[config.mk]
export PLATFORM = sky130hd
export DESIGN_NAME = load_extract_unit_flat
export DESIGN_NICKNAME = d
export VERILOG_FILES = /design/src/rtl/load_extract_unit_if.sv /design/src/rtl/load_extract_unit.sv /design/src/flat_wrapper.sv
export SDC_FILE = /design/constraint.sdc
export NUM_CORES = 1
export LEC_CHECK = 0
export BUFFER_PORTS_ARGS = -buffer_cell sky130_fd_sc_hd__buf_2
export CAP_MARGIN = 10
export CORE_MARGIN = 3
export CORE_UTILIZATION = 43
export DETAILED_ROUTE_END_ITERATION = 6
export MAX_ROUTING_LAYER = met4
export PLACE_DENSITY = 0.76
export RECOVER_POWER = 100
export SLEW_MARGIN = 20
export SYNTH_ARGS = -nofsm -noshare
export SYNTH_HDL_FRONTEND = slang
export SYNTH_SLANG_ARGS = --single-unit
export TNS_END_PERCENT = 30
[constraint.sdc]
create_clock -name clk -period 1.65 [get_ports clk]
set_clock_uncertainty 0.1 [all_clocks]
set_input_delay 0.0825 -clock clk [delete_from_list [all_inputs] [get_ports clk]]
set_output_delay 0.0825 -clock clk [all_outputs]
set_load 0.01 [all_outputs]
[src/rtl/load_extract_unit_if.sv]
// Request/response and memory-read signals of the load extract unit.
// The slave modport is the unit itself; master is the control FSM / memory side.
interface load_extract_unit_if;
  logic        start;
  logic [2:0]  ld_op;
  logic [31:0] addr;
  logic [31:0] mem_addr;
  logic        mem_rd;
  logic [31:0] mem_rdata;
  logic        busy;
  logic        done;
  logic        err;
  logic [31:0] load_data;
  logic [31:0] mdr_q;

  modport slave (
    input  start, ld_op, addr, mem_rdata,
    output mem_addr, mem_rd, busy, done, err, load_data, mdr_q
  );

  modport master (
    output start, ld_op, addr, mem_rdata,
    input  mem_addr, mem_rd, busy, done, err, load_data, mdr_q
  );
endinterface

[src/rtl/load_extract_unit.sv]
// Fetches one word from data memory with a fixed read latency and returns the
// LW/LH/LHU/LB/LBU register value extracted from the word's low lane.
module load_extract_unit #(
  parameter int unsigned MEM_LATENCY = 1
) (
  input  logic                clk,
  input  logic                reset_n,
  load_extract_unit_if.slave  bus
);

  typedef enum logic [1:0] {StIdle, StRead, StWait, StDone} state_e;

  localparam logic [2:0] OpLw  = 3'b000;
  localparam logic [2:0] OpLh  = 3'b001;
  localparam logic [2:0] OpLhu = 3'b010;
  localparam logic [2:0] OpLb  = 3'b011;
  localparam logic [2:0] OpLbu = 3'b100;

  // Counter holds the remaining wait cycles after the read strobe.
  localparam logic [3:0] CntInit = 4'(MEM_LATENCY - 1);

  state_e      state_q;
  logic [3:0]  cnt_q;
  logic [2:0]  op_q;
  logic [31:0] mem_addr_q;
  logic        mem_rd_q;
  logic        busy_q;
  logic        done_q;
  logic        err_q;
  logic [31:0] load_data_q;
  logic [31:0] mdr_q_q;

  function automatic logic op_legal(logic [2:0] op);
    return op <= OpLbu;
  endfunction

  function automatic logic [31:0] extract(logic [2:0] op, logic [31:0] w);
    logic [31:0] r;
    r = w;
    unique case (op)
      OpLw:    r = w;
      OpLh:    r = {{16{w[15]}}, w[15:0]};
      OpLhu:   r = {16'b0, w[15:0]};
      OpLb:    r = {{24{w[7]}}, w[7:0]};
      OpLbu:   r = {24'b0, w[7:0]};
      default: r = w;
    endcase
    return r;
  endfunction

  always_ff @(posedge clk or negedge reset_n) begin
    if (!reset_n) begin
      state_q     <= StIdle;
      cnt_q       <= '0;
      op_q        <= '0;
      mem_addr_q  <= '0;
      mem_rd_q    <= 1'b0;
      busy_q      <= 1'b0;
      done_q      <= 1'b0;
      err_q       <= 1'b0;
      load_data_q <= '0;
      mdr_q_q     <= '0;
    end else begin
      // Strobes are single-cycle unless re-asserted by a transition below.
      mem_rd_q <= 1'b0;
      done_q   <= 1'b0;
      err_q    <= 1'b0;
      unique case (state_q)
        StIdle: begin
          if (bus.start) begin
            op_q       <= bus.ld_op;
            mem_addr_q <= bus.addr;
            busy_q     <= 1'b1;
            if (op_legal(bus.ld_op)) begin
              mem_rd_q <= 1'b1;
              state_q  <= StRead;
            end else begin
              done_q  <= 1'b1;
              err_q   <= 1'b1;
              state_q <= StDone;
            end
          end
        end
        StRead: begin
          cnt_q   <= CntInit;
          state_q <= StWait;
        end
        StWait: begin
          if (cnt_q != 4'd0) begin
            cnt_q <= cnt_q - 4'd1;
          end else begin
            mdr_q_q     <= bus.mem_rdata;
            load_data_q <= extract(op_q, bus.mem_rdata);
            done_q      <= 1'b1;
            state_q     <= StDone;
          end
        end
        StDone: begin
          busy_q  <= 1'b0;
          state_q <= StIdle;
        end
        default: state_q <= StIdle;
      endcase
    end
  end

  assign bus.mem_addr  = mem_addr_q;
  assign bus.mem_rd    = mem_rd_q;
  assign bus.busy      = busy_q;
  assign bus.done      = done_q;
  assign bus.err       = err_q;
  assign bus.load_data = load_data_q;
  assign bus.mdr_q     = mdr_q_q;

endmodule

[src/flat_wrapper.sv]
// flat-port wrapper written by rule: the top's interface ports become plain ports
module load_extract_unit_flat 
#(
  parameter int unsigned MEM_LATENCY = 1
)
  (clk, reset_n, bus_start, bus_ld_op, bus_addr, bus_mem_rdata, bus_mem_addr, bus_mem_rd, bus_busy, bus_done, bus_err, bus_load_data, bus_mdr_q);
  load_extract_unit_if bus_i ();
  input  logic clk;
  input  logic reset_n;
  input wire logic [$bits(bus_i.start)-1:0] bus_start;
  input wire logic [$bits(bus_i.ld_op)-1:0] bus_ld_op;
  input wire logic [$bits(bus_i.addr)-1:0] bus_addr;
  input wire logic [$bits(bus_i.mem_rdata)-1:0] bus_mem_rdata;
  output wire logic [$bits(bus_i.mem_addr)-1:0] bus_mem_addr;
  output wire logic [$bits(bus_i.mem_rd)-1:0] bus_mem_rd;
  output wire logic [$bits(bus_i.busy)-1:0] bus_busy;
  output wire logic [$bits(bus_i.done)-1:0] bus_done;
  output wire logic [$bits(bus_i.err)-1:0] bus_err;
  output wire logic [$bits(bus_i.load_data)-1:0] bus_load_data;
  output wire logic [$bits(bus_i.mdr_q)-1:0] bus_mdr_q;
  assign bus_i.start = bus_start;
  assign bus_i.ld_op = bus_ld_op;
  assign bus_i.addr = bus_addr;
  assign bus_i.mem_rdata = bus_mem_rdata;
  assign bus_mem_addr = bus_i.mem_addr;
  assign bus_mem_rd = bus_i.mem_rd;
  assign bus_busy = bus_i.busy;
  assign bus_done = bus_i.done;
  assign bus_err = bus_i.err;
  assign bus_load_data = bus_i.load_data;
  assign bus_mdr_q = bus_i.mdr_q;
  load_extract_unit #(.MEM_LATENCY(MEM_LATENCY)) u_core (.clk(clk), .reset_n(reset_n), .bus(bus_i));
endmodule
==> impl_summary.log <==
[metrics] Post-layout nets: 673
[metrics] routed wirelength normalized by instance count: 16.0 um
[metrics] first-pass GRT wire length: approximately 19,000 um
[metrics] R2R Path End: u_core.bus.load_data[12]
[metrics] internal power: between 6 and 7 mW
[metrics] Bufs and invs on worst path: 2
[metrics] worst voltage drop across the vdd grid: roughly 0.99 mV
[metrics] routability-driven placement congestion ratio: 0.764
[metrics] Initial Util: between 40% and 50%
[metrics] maximum achievable frequency: 614 MHz
[metrics] Avg Inst Size Synth: roughly 12 um^2
[metrics] Die Y: between 100 and 150 um
[metrics] final-report max-slew violation count: 0
[metrics] Clk pwr share: between 15 and 20%
[metrics] total CTS buffers: 9
[metrics] slowest cell delay on critical path: approximately 0.40 ns
[metrics] Detail Route Antenna Nets: 0
[metrics] Post-synth EDFFs: 0
[metrics] grt ovf: 0
[metrics] Slowest cell on crit path: sky130_fd_sc_hd__dfrtp_1
[metrics] critical path's top delay family: simple AND/OR/NAND/NOR gates
[metrics] pin count of the biggest net entering global routing: 102
[metrics] worst endpoint required time: around 1.8 ns
[metrics] number of flip-flops and latches in the synthesized netlist: ~100
[metrics] Clock Sink Count: between 100 and 150
[metrics] outcome: finished, final reports clean
[metrics] I/O pin cnt: 170
[metrics] post-route minimum period: 1.63 ns
[metrics] DRT iter0 DRCs: approximately 110
[metrics] maximum clock path buffer count: 2
[metrics] First-pass DRT Iterations: 4
[metrics] Power Density: about 1900 mW/mm^2
[metrics] number of port buffers: 169
[metrics] logic depth of the worst register-to-register path: 6
[metrics] power after layout: approximately 11 mW
[metrics] initial antenna violation count: 0
[metrics] Worst Max-Slew Pin Slew: approximately 0.92 ns
[metrics] setup slack, reg-to-reg: approximately 0.021 ns
[metrics] proportion of layout cells with a drive suffix above 1: between 20% and 30%
[metrics] clock tree from TritonCTS: yes
[metrics] yosys warns: 0
[metrics] HPWL after DPL: between 6000 and 7000 um
[metrics] critical path, cell by cell: inv_2 -> ha_4 -> and4bb_4 -> buf_12 -> nand4_4 -> o211ai_1
[metrics] Relative slew margins: about two fifths
[metrics] number of unique standard cell types used by synthesis: 30
[metrics] count of standard-cell rows: 34
[metrics] Die Span X: 104 um
[metrics] CTS Root Cell: sky130_fd_sc_hd__clkbuf_8
[metrics] area growth from synthesis to layout: 48.8%
[metrics] worst-path fanout max: 8
[metrics] total placed cells including tap cells: between 600 and 700
[metrics] all-layer global routing usage: roughly 22%
[metrics] setup-violating endpoint count in the final report: 0
[metrics] leakage power of the design: roughly 2.8 nW
[metrics] wire length reported by the detailed router: 11,700 um
[metrics] sequential-to-total area share from yosys stat: between 60 and 70%
[metrics] Clock Latency Late Sink: about 0.35 ns
[metrics] vias per inst: around 4.9
[metrics] period utilisation layout: a little over nine tenths
[metrics] hold slack: between 0.3 and 0.4 ns
[metrics] first element of the critical path: u_core.state_q[0]
[metrics] crit path kind: flop to flop
[metrics] vias post-DR: approximately 3,600
[metrics] launch instance of the worst register-to-register path: u_core.state_q[0]
[metrics] Clock transition at path regs: approximately 0.10 ns
[metrics] area enclosed by the die boundary: ~0.011 mm^2
[metrics] nets in the synthesized netlist: around 430
[metrics] number of design rule violations left after detail routing: 0
[metrics] commonest register cell after synthesis: sky130_fd_sc_hd__dfrtp_1
[metrics] Worst setup SP type: flop
[metrics] fraction of power spent switching nets: roughly 40%
[metrics] Netlist Area Pre-Place: a little over 0.004 mm^2
[metrics] element type at the critical path end: flop
[metrics] core region area: 0.00898 mm^2
[metrics] antenna diode instance count: 0
[metrics] fraction of synthesis flops using an asynchronous set or reset pin: 100%
[metrics] max-capacitance violation count: 0
[metrics] setup repair after global routing missed its margin: true
[metrics] power dissipated by switching net loads: about 4.5 mW
[metrics] Hold Path Class: input port to async pin
[metrics] combinational share of power: a little under half
[metrics] maximum level of the CTS H-tree: 3
[metrics] Hold Vio Cnt, Final: 0
[metrics] number of standard cells in the layout, taps in and fillers out: ~730
[metrics] worst endpoint data arrival time: about 1.8 ns
[metrics] Seq pwr share: between 30% and 40%
[metrics] gate count after technology mapping: around 350
[metrics] number of global-route vias before repair: slightly below 4,000
-- sequential cells by signal, summed over array words and instances (netlist names), 2 cells and up --
name	cells
u_core.op_q	3
u_core.cnt_q	4
u_core.bus.load_data	24
u_core.bus.mem_addr	32
u_core.bus.mdr_q	32
u_core.state_q	2
-- layout make-up --
class,count,area (um^2)
Sequential cell,101,2530
Tap cell,126,158
Timing Repair Buffer,257,1680
Clock inverter,5,109
Clock buffer,10,128
Inverter,4,15.0
Fill cell,733,2890
Multi-Input combinational cell,225,1460
-- placed cells by master (no fill, tap or decap), types with 5 or more instances in the layout --
cell type and instances:
sky130_fd_sc_hd__buf_12 5, sky130_fd_sc_hd__buf_2 68, sky130_fd_sc_hd__buf_4 9, sky130_fd_sc_hd__clkbuf_1 101
sky130_fd_sc_hd__clkbuf_8 9, sky130_fd_sc_hd__dfrtp_1 101, sky130_fd_sc_hd__dlygate4sd3_1 69, sky130_fd_sc_hd__mux2_2 36
sky130_fd_sc_hd__nand2_1 124, sky130_fd_sc_hd__o211ai_1 25, sky130_fd_sc_hd__o21ai_0 8
-- cells in the mapped netlist (2+ instances only) --
master / instances / area [um^2]
sky130_fd_sc_hd__nor2b_1: 3 / 18.8
sky130_fd_sc_hd__o211ai_1: 25 / 188
sky130_fd_sc_hd__and2_1: 2 / 12.5
sky130_fd_sc_hd__ha_1: 5 / 62.6
sky130_fd_sc_hd__buf_4: 13 / 97.6
sky130_fd_sc_hd__dfrtp_1: 101 / 2530
sky130_fd_sc_hd__mux2_2: 36 / 405
sky130_fd_sc_hd__nor2_1: 3 / 11.3
sky130_fd_sc_hd__o21ai_0: 8 / 40.0
sky130_fd_sc_hd__buf_6: 4 / 45.0
sky130_fd_sc_hd__clkbuf_1: 2 / 7.51
sky130_fd_sc_hd__nand2_1: 126 / 473
sky130_fd_sc_hd__buf_2: 6 / 30.0
sky130_fd_sc_hd__inv_1: 4 / 15.0
-- tightest hold or removal path, cell delays in order --
cell and delay (ns):
sky130_fd_sc_hd__dlygate4sd3_1 0.52, sky130_fd_sc_hd__clkbuf_4 0.12, sky130_fd_sc_hd__buf_6 0.65
-- layer usage --
metal  wire length (um)  up-vias  part of all wire (%)  track usage, %
met5                  0        -                     0               -
met3                576       22                   4.9            4.35
met2               5950      139                    51            38.4
met4                224        0                   1.9            7.31
li1                   -     1668                     -               -
met1               4920     1728                    42            26.6
-- repair_timing --
| action | 4_1_cts | 5_1_grt |
|---|---|---|
| setup endpoints to repair | 60 | 26 |
| gates cloned | 3 | 1 |
| resized for setup | 11 | 16 |
| endpoints found under the hold margin | 195 | 0 |
| hold buffers | 69 | 0 |
| buffers inserted | 1 | 1 |
| pin swaps | 2 | 4 |
-- worst max-delay path by stage --
stage                     cells after the start                       end
after detailed placement                      6  u_core.bus.load_data[12]
after floorplan                               8           u_core.cnt_q[0]
after global placement                        6  u_core.bus.load_data[14]
after CTS                                     6   u_core.bus.load_data[8]
final                                         6  u_core.bus.load_data[12]
after global routing                          6  u_core.bus.load_data[12]
-- power by group through the flow --
stage	Clock, mW	Sequential, mW	Combinational (mW)
after CTS	1.88	4.31	5.38
after detailed placement	0	4.34	4.93
after global placement	0	4.29	4.77
final	1.85	4.39	5.22
after global routing	1.99	4.53	5.71
after floorplan	0	4.81	2.54
-- logic make-up after synthesis --
| group | count (synthesis) | share of synthesized area, % |
|---|---|---|
| compound gates | 39 | 6.73 |
| simple gates | 143 | 14.9 |
| flops | 101 | 61.8 |
| fa+ha+maj | 5 | 1.53 |
| mux | 36 | 9.91 |
| xor+xnor | 1 | 0.398 |
| buf+inv | 29 | 4.77 |
-- per-stage QoR --
step	cell area (um^2)	utilization, %	setup TNS (ns)	worst slack (ns)
2_1_floorplan	4100	-	-0.00180	-0.000898
3_3_place_gp	5090	56.7	-0.657	-0.0562
3_5_place_dp	5090	56.7	-2.69	-0.134
4_1_cts	6150	68.5	0	0.00244
5_1_grt	6080	67.8	-0.417	-0.0388
6_report	6080	67.8	0	0.0209
Note: power is estimated with default switching activity, not from simulation.
